$ cat src/rtl/firc_result_rx.sv
// firc_result_rx: receive side of the firc PushOut/FI/FQ interface.
// Rounds and saturates each I/Q result, buffers it in a FWFT FIFO and
// drains it over a valid/ready port with frame (OutLast) marking.
//
// state    | meaning
// ST_EMPTY | no entries, OutValid low
// ST_PART  | 1..DEPTH-1 entries
// ST_FULL  | DEPTH entries, a stage write without a read is dropped
module firc_result_rx #(
  parameter int DEPTH     = 8,
  parameter int OUT_W     = 24,
  parameter int SHIFT     = 8,
  parameter int FRAME_LEN = 16
) (
  input  logic                     Clk,
  input  logic                     Reset,
  input  logic                     PushOut,
  input  logic [31:0]              FI,
  input  logic [31:0]              FQ,
  output logic                     StopUp,
  output logic                     OutValid,
  input  logic                     OutReady,
  output logic [OUT_W-1:0]         OutI,
  output logic [OUT_W-1:0]         OutQ,
  output logic                     OutLast,
  output logic [$clog2(DEPTH):0]   Level,
  output logic                     Overflow,
  input  logic                     ClrOvf
);

  localparam int PW = $clog2(DEPTH);
  localparam int LW = PW + 1;
  localparam int CW = (FRAME_LEN > 1) ? $clog2(FRAME_LEN) : 1;
  localparam logic signed [32:0] HALF = 33'sd1 <<< (SHIFT - 1);
  localparam logic signed [32:0] MAXV = (33'sd1 <<< (OUT_W - 1)) - 33'sd1;
  localparam logic signed [32:0] MINV = -(33'sd1 <<< (OUT_W - 1));

  typedef enum logic [1:0] {ST_EMPTY, ST_PART, ST_FULL} state_t;

  state_t                 state, state_nxt;
  logic                   stg_valid;
  logic [OUT_W-1:0]       stg_i, stg_q;
  logic [2*OUT_W-1:0]     mem [DEPTH];
  logic [PW-1:0]          wr_ptr, rd_ptr;
  logic [LW-1:0]          level;
  logic [CW-1:0]          frame_cnt;
  logic                   xfer, wr_en, drop;
  logic [LW:0]            occ;

  // Round-half-up, arithmetic shift, then clamp to the signed output range.
  function automatic logic [OUT_W-1:0] rnd_sat(input logic [31:0] x);
    logic signed [32:0] sum;
    logic signed [32:0] shr;
    sum = $signed({x[31], x}) + HALF;
    shr = sum >>> SHIFT;
    if (shr > MAXV)      shr = MAXV;
    else if (shr < MINV) shr = MINV;
    return shr[OUT_W-1:0];
  endfunction

  assign OutValid = (state != ST_EMPTY);
  assign xfer     = OutValid & OutReady;
  // A full FIFO can still accept the stage entry if the head leaves this cycle.
  assign wr_en    = stg_valid & ((state != ST_FULL) | xfer);
  assign drop     = stg_valid & (state == ST_FULL) & ~xfer;
  assign OutI     = OutValid ? mem[rd_ptr][2*OUT_W-1:OUT_W] : '0;
  assign OutQ     = OutValid ? mem[rd_ptr][OUT_W-1:0] : '0;
  assign OutLast  = OutValid & (frame_cnt == CW'(FRAME_LEN - 1));
  assign Level    = level;
  assign occ      = {1'b0, level} + {{LW{1'b0}}, stg_valid};
  assign StopUp   = (occ >= (LW + 1)'(DEPTH - 2));

  // Stage 1: capture rounded/saturated result on each firc strobe.
  always_ff @(posedge Clk or posedge Reset) begin
    if (Reset) begin
      stg_valid <= 1'b0;
      stg_i     <= '0;
      stg_q     <= '0;
    end else begin
      stg_valid <= PushOut;
      if (PushOut) begin
        stg_i <= rnd_sat(FI);
        stg_q <= rnd_sat(FQ);
      end
    end
  end

  // FIFO storage; contents are masked at the output while empty, so no reset needed.
  always_ff @(posedge Clk) begin
    if (wr_en) mem[wr_ptr] <= {stg_i, stg_q};
  end

  // Pointers, level, frame counter and sticky overflow.
  always_ff @(posedge Clk or posedge Reset) begin
    if (Reset) begin
      wr_ptr    <= '0;
      rd_ptr    <= '0;
      level     <= '0;
      frame_cnt <= '0;
      Overflow  <= 1'b0;
    end else begin
      if (wr_en) wr_ptr <= wr_ptr + 1'b1;
      if (xfer)  rd_ptr <= rd_ptr + 1'b1;
      if (wr_en && !xfer)      level <= level + 1'b1;
      else if (!wr_en && xfer) level <= level - 1'b1;
      if (xfer) frame_cnt <= OutLast ? '0 : frame_cnt + 1'b1;
      if (drop)        Overflow <= 1'b1;
      else if (ClrOvf) Overflow <= 1'b0;
    end
  end

  // Occupancy state register.
  always_ff @(posedge Clk or posedge Reset) begin
    if (Reset) state <= ST_EMPTY;
    else       state <= state_nxt;
  end

  // Occupancy next-state; simultaneous write and read keeps the state.
  always_comb begin
    state_nxt = state;
    case (state)
      ST_EMPTY: if (wr_en) state_nxt = ST_PART;
      ST_PART: begin
        if (wr_en && !xfer && level == LW'(DEPTH - 1)) state_nxt = ST_FULL;
        else if (xfer && !wr_en && level == LW'(1))    state_nxt = ST_EMPTY;
      end
      ST_FULL:  if (xfer && !wr_en) state_nxt = ST_PART;
      default:  state_nxt = ST_EMPTY;
    endcase
  end

endmodule

$ cat config.mk
export PLATFORM = sky130hd
export DESIGN_NAME = firc_result_rx
export DESIGN_NICKNAME = d
export VERILOG_FILES = /design/src/rtl/firc_result_rx.sv
export SDC_FILE = /design/constraint.sdc
export NUM_CORES = 1
export LEC_CHECK = 0
export CORE_AREA = 2 2 186 188
export DETAILED_ROUTE_END_ITERATION = 16
export DIE_AREA = 0 0 188 190
export MAX_ROUTING_LAYER = met4
export PLACE_DENSITY_LB_ADDON = 0.08
export SYNTH_ARGS = -nofsm -noshare
export SYNTH_HDL_FRONTEND = slang
export SYNTH_SLANG_ARGS = --single-unit
export TNS_END_PERCENT = 5
$ cat constraint.sdc
create_clock -name Clk -period 10.9 [get_ports Clk]
set_input_delay 2.18 -clock Clk [delete_from_list [all_inputs] [get_ports Clk]]
set_output_delay 2.18 -clock Clk [all_outputs]
set_load 0.01 [all_outputs]
# == Yosys cells after proc, flatten, opt, wreduce, memory -nomap -nowiden ==
# Memory sizes are Yosys's and may differ from the RTL's.
# Index checks and enable logic that the tools add are counted.
# classes
magnitude_cmp,5
n_mux,18
bitwise_logic,7
n_eq_ne,9
addsub,8
reduce_logical,11
# op_table
cell,count
two-way mux 24 bit,6
"adder 32 x 9 -> 33 bit, second input constant",2
"> comparator 25 x 24 -> 1 bit, second input constant",2
"< comparator 25 x 24 -> 1 bit, second input constant",2
two-way mux 4 bit,3
"adder 4 x 1 -> 4 bit, second input constant",2
two-way mux 2 bit,4
"adder 3 x 1 -> 3 bit, second input constant",2
case mux 2 bit (3 select lines),1
nonzero test 2 bit,3
adder 4 x 1 -> 5 bit,1
bitwise AND 1 bit,5
"greater-or-equal comparator 5 x 3 -> 1 bit, second input constant",1
"== test 4 x 1 -> 1 bit, second input constant",1
"== test 4 x 3 -> 1 bit, second input constant",1
"== test 4 bit, second input constant",1
logical AND 1 bit,4
two-way mux 1 bit,4
"!= test 2 bit, second input constant",2
"subtractor 4 x 1 -> 4 bit, second input constant",1
"!= test 3 bit, second input constant",1
AND reduction 3 bit,1
"== test 2 x 1 -> 1 bit, second input constant",1
"== test 2 bit, second input constant",1
other kinds (5),6
# totals
word_cells,68
reg_bits,66
output_inout_bits,56
memories,1
ramBits,384
in_bits,69
# mem_list
memory,depth,width,rd,rd_ports_with_merged_regs,wr,line,rtl
mem,8,48,1,0,1,43,logic [2*OUT_W-1:0] mem [DEPTH];

# == Depth between registers and ports, before layout ==
# logic_depth
depth_word,10
mapped_depth,7
mapped_depth_nobuf,6

# == Least setup slack after synthesis ==
# Ideal clock, no wire load.
# synth_timing
path_kind,input to register
startpoint,input OutReady
endpoint,"memory mem[0][0] in the netlist's numbering, enable pin"
n_path_buf,1
setup_ps,572
t_arrival_ps,7182
slack_ps,3145
path_stages,3
t_required_ps,10328
cell_sequence,clkbuf_1 > o21ai_1 > nor4_1
# synth_between
elab_chain_cells,5
# synth_rtl
element,line,rtl
"start, declared",22,"input logic OutReady,"
bitwise AND 1 bit,62,assign xfer = OutValid & OutReady;
bitwise OR 1 bit,64,assign wr_en = stg_valid & ((state != ST_FULL) | xfer);
bitwise AND 1 bit,64,
two-way mux 1 bit,90,"if (wr_en) mem[wr_ptr] <= {stg_i, stg_q};"
two-way mux 1 bit (implied by the code),90,
"end, declared",43,
# Every way passes these cells.

# == Worst setup path in the final report ==
# layout_timing
startpoint,register rd_ptr[0]
endpoint,output OutQ[7]
# layout_between
elab_chain_cells,2
# layout_rtl
element,line,rtl
"start, declared",44,"logic [PW-1:0] wr_ptr, rd_ptr;"
"start signal, assigned",103,if (xfer) rd_ptr <= rd_ptr + 1'b1;
memory (8 x 48 bit),-,
two-way mux 24 bit,67,assign OutQ = OutValid ? mem[rd_ptr][OUT_W-1:0] : '0;
"end, declared",24,"output logic [OUT_W-1:0] OutQ,"
# Every way passes these cells.

==> impl.org <==
** Setup path
- STA puts the critical path data required time at 8.72 ns.
- Largest incremental delay on the critical path :: 0.83 ns
- In this run the critical register-to-register path is captured at mem[1][17].
- In this run the critical register-to-register path is launched from state[0].
- In this run the worst path has a maximum fanout of 46.
- Data on the critical path arrives at its endpoint at 4.25 ns.
- Among the stages of the critical path, the cell type that occurs most often is sky130_fd_sc_hd__buf_4.
- Critical Path Start Type :: register
- Cell with the largest stage delay on the worst path :: sky130_fd_sc_hd__buf_4
- For flop-to-flop paths, the worst setup slack is 8.45 ns.
- The number of buffers and inverters on the critical path is 3.
- Category of the worst setup path capture point :: output port
- Critical path class :: register to output port
- Logic depth of the worst register-to-register path :: 5
- Cell family with most CP delay :: buffers and inverters
- The critical path runs through a total of 6 cells.
- Critical path, cell by cell :: buf_4, buf_4, mux4_2, mux2i_1, nor2_1, clkdlybuf4s50_1

** Layout
- Most frequent standard cell in the layout excluding fill and tap cells :: sky130_fd_sc_hd__edfxtp_1
- Count of filler cells inserted in the layout :: 2,392
- 0 antenna diodes ended up in the layout.
- Area growth from synthesis to final layout :: 17.4%
- Once layout is complete, the utilization of the core stands at 0.634.
- In the layout the commonest cells are 384 x sky130_fd_sc_hd__edfxtp_1, 109 x sky130_fd_sc_hd__clkdlybuf4s50_1, 96 x sky130_fd_sc_hd__nor2_1, 96 x sky130_fd_sc_hd__mux4_2, 63 x sky130_fd_sc_hd__dfrtp_1.
- In the final layout, the share of cells above drive strength 1 is 0.180.
- Total Nets Final :: between 1,000 and 1,500

** Die
- The core region is approximately 0.034 mm^2.
- From bottom edge to top edge, the die measures between 150 and 200 um.
- Cell Rows :: 68
- In this run the count of I/O pins placed on the die edge is 125.
- Starting Density :: 0.540
- Die Outline Area :: 0.0357 mm^2
- Horizontal die dimension :: around 190 um

** Routing
- Final ANT Viol Nets :: 0
- Routed wl met2 :: 18,600 um
- Drt first pass iters :: 5
- For this block, the initial DRC count from the detailed router was 742.
- The routed design has roughly 38,000 um of wire.
- In the routed layout, each cell is associated on average with a via count of 5.78.
- Total via count in the routed design :: 9,579
- For this block, wires on met1 add up to 17,300 um.
- Highest layer used for signal routing :: met4
- Summed over all nets, wire length on met3 after detailed routing comes to 1230 um.
- For this run, design rule violations remaining after detail routing come to 0.
- Mean routed wirelength per cell :: 22.8 um

** Logic synthesis
- Cells after synthesis :: 1,037
- The most used flip-flop cell after synthesis is sky130_fd_sc_hd__edfxtp_1.
- Number of flops mapped to enable cells by yosys :: 384
- When the netlist entered floorplanning its net count stood at 1,116.
- Post-synthesis instance area :: roughly 0.018 mm^2
- The Yosys step of the flow raised 0 warnings.
- Synthesized area divided by synthesized cell count :: 17.7 um^2
- The share of the Yosys chip area taken by registers is 0.719.
- Yosys cell types :: 48
- For this run, asynchronously set or reset flops after synthesis account for 0.147.
- Flip-flop and latch count after synthesis :: between 400 and 500

** Power and ir drop
- Largest voltage drop on the vdd net :: 0.237 mV
- The completed layout was analyzed and its total power is 5.60 mW.
- Leakage power summed over all cells :: 7.19 nW
- Dividing total power by cell area gives a power density of around 260 mW/mm^2.

** Clock tree
- Clock tree from TritonCTS :: yes
- After clock tree synthesis, the clock-pin slew on the worst setup and hold paths is ~0.050 ns.
- The number of clock buffers added by TritonCTS is 46.
- Hold_buf cts :: 0
- After clock tree synthesis, the repair step resized 0 gates.
- In this run the deepest clock path goes through 3 buffers.
- Setup Buffers After CTS :: 0
- CTS H-Tree Depth :: 2
- CTS placed an instance of sky130_fd_sc_hd__clkbuf_16 at the clock tree root.
- Clock Sink Count :: 450
- The clock reaches the later pin of the worst-skew pair after 0.56 ns.

** Placement
- Final GP Congestion :: 0.806
- Port buffering added 110 buffers.
- HPWL after detailed placement :: 19,800 um

** Min path
- The worst hold path terminates at frame_cnt[3].
- Along the worst hold path, the cell count comes to 1.
- Startpoint of the tightest hold check path :: frame_cnt[3]
- Min-delay worst type :: register to register

** Run
- MaxCap Viol Count :: 0

** Global route
- The number of antenna violations at the first check in global routing is 0.
- For this run the aggregate overflow at the end of global routing stands at 0.
- The first global-routing pass estimated between 50,000 and 60,000 um of wire.
- In the global route stage, overall resource usage came out at 0.223.
- Largest net degree at the start of global routing :: between 70 and 80
- The number of global-route vias before repair was slightly below 10,000.

** STA
- Setup total negative slack on the finished layout was measured at 0 ns.
- Number of endpoints failing setup at the final stage :: 0
- The final count of pins violating max slew was 0.
- Number of endpoints with negative hold slack in the final report :: 0
- For the pin with the worst max-slew slack, the measured transition is 1.10 ns.
- For the final database, setup skew stands at 0.0149 ns.
- In the finished design, the share of the clock period the worst path needs comes to 0.590.
- Achievable frequency :: 0.155 GHz
- Worst max-slew margin expressed relative to the limit :: 0.265
- Setup repair after global routing left no endpoint under its margin.
- The clock period could shrink to between 6 and 7 ns.

** Status
- Outcome :: finished, final reports clean
[state kept, by name, summed over array words and instances, names as in the netlist, 2 cells and up]
register,count
frame_cnt,4
stg_q,24
rd_ptr,3
wr_ptr,3
Level,4
mem,384
state,2
stg_i,24
[stage by stage]
stage | instances | instance area, um^2 | worst slack (ns) | hold slack (ns)
5_1_grt | 1656 | 21500 | 4.10 | 0.549
3_3_place_gp | 1570 | 20000 | 4.86 | 0.474
2_1_floorplan | 1037 | 18300 | 3.15 | 0.451
6_report | 1656 | 21500 | 4.47 | 0.505
3_5_place_dp | 1570 | 20000 | 4.88 | 0.496
4_1_cts | 1656 | 21500 | 4.30 | 0.504
[area by class of cell]
type	count	area (um^2)	area share
sequential	450	13200	0.613
multi-input combinational	531	4970	0.231
clock buffer	60	1260	0.0587
timing repair buffer	125	1210	0.0562
tap	455	569	0.0265
clock inverter	26	278	0.0129
inverter	9	33.8	0.00157
[synth_stat cells, types with 2 or more instances]
cell type	count	area, um^2
sky130_fd_sc_hd__and3_1	7	43.8
sky130_fd_sc_hd__nand2_1	48	180
sky130_fd_sc_hd__o21ai_0	24	120
sky130_fd_sc_hd__inv_1	9	33.8
sky130_fd_sc_hd__edfxtp_1	384	11500
sky130_fd_sc_hd__a41oi_1	2	17.5
sky130_fd_sc_hd__ha_1	10	125
sky130_fd_sc_hd__dfrtp_1	66	1650
sky130_fd_sc_hd__xor2_1	29	254
sky130_fd_sc_hd__a21oi_1	19	95.1
sky130_fd_sc_hd__nand4_1	17	106
sky130_fd_sc_hd__o21ai_1	2	10.0
sky130_fd_sc_hd__buf_1	6	22.5
sky130_fd_sc_hd__clkbuf_1	32	120
sky130_fd_sc_hd__and4_1	6	52.6
sky130_fd_sc_hd__or2_2	4	25.0
sky130_fd_sc_hd__nand3_1	19	95.1
sky130_fd_sc_hd__nor2_1	100	375
sky130_fd_sc_hd__mux4_2	96	2160
sky130_fd_sc_hd__buf_2	7	35.0
sky130_fd_sc_hd__mux2i_1	49	490
sky130_fd_sc_hd__nor3_1	13	65.1
sky130_fd_sc_hd__a31oi_1	4	25.0
sky130_fd_sc_hd__o22ai_1	4	25.0
sky130_fd_sc_hd__buf_6	2	22.5
sky130_fd_sc_hd__nor4_1	9	56.3
sky130_fd_sc_hd__a21oi_2	10	87.6
sky130_fd_sc_hd__and2_1	3	18.8
sky130_fd_sc_hd__nand2b_1	4	25.0
sky130_fd_sc_hd__o31ai_1	5	37.5
sky130_fd_sc_hd__xnor2_1	20	175
sky130_fd_sc_hd__o21a_1	10	75.1
sky130_fd_sc_hd__o32ai_1	2	17.5
[routing by layer]
| layer | global-route usage | vias up |
|---|---|---|
| met2 | 0.359 | 194 |
| met5 | - | - |
| met3 | 0.0275 | 41 |
| met4 | 0.0539 | 0 |
| met1 | 0.310 | 4987 |
| li1 | - | 4357 |
[cells by family after synthesis]
| kind of cell | after synthesis | share of synthesized area |
|---|---|---|
| compound gates | 89 | 0.0312 |
| xor+xnor | 49 | 0.0234 |
| fa+ha+maj | 10 | 0.00683 |
| buf+inv | 56 | 0.0128 |
| flops | 450 | 0.719 |
| mux | 146 | 0.145 |
| simple gates | 237 | 0.0611 |
[where the power goes]
group / internal [mW] / switching [mW] / leakage [nW]
Clock: 0.939 / 0.631 / 0.751
Sequential: 2.16 / 0.170 / 4.20
Combinational: 0.868 / 0.825 / 2.23
Total: 3.97 / 1.63 / 7.19
[worst max-delay path by stage]
stage               from   endpoint  slack (ns)
2_1_floorplan   OutReady  mem[0][0]        3.15
3_3_place_gp   rd_ptr[0]    OutQ[6]        4.86
3_5_place_dp   rd_ptr[0]    OutQ[6]        4.88
4_1_cts        rd_ptr[0]    OutQ[6]        4.30
5_1_grt        rd_ptr[0]    OutQ[7]        4.10
6_report       rd_ptr[0]    OutQ[7]        4.47
(Power assumes the default switching activity.)
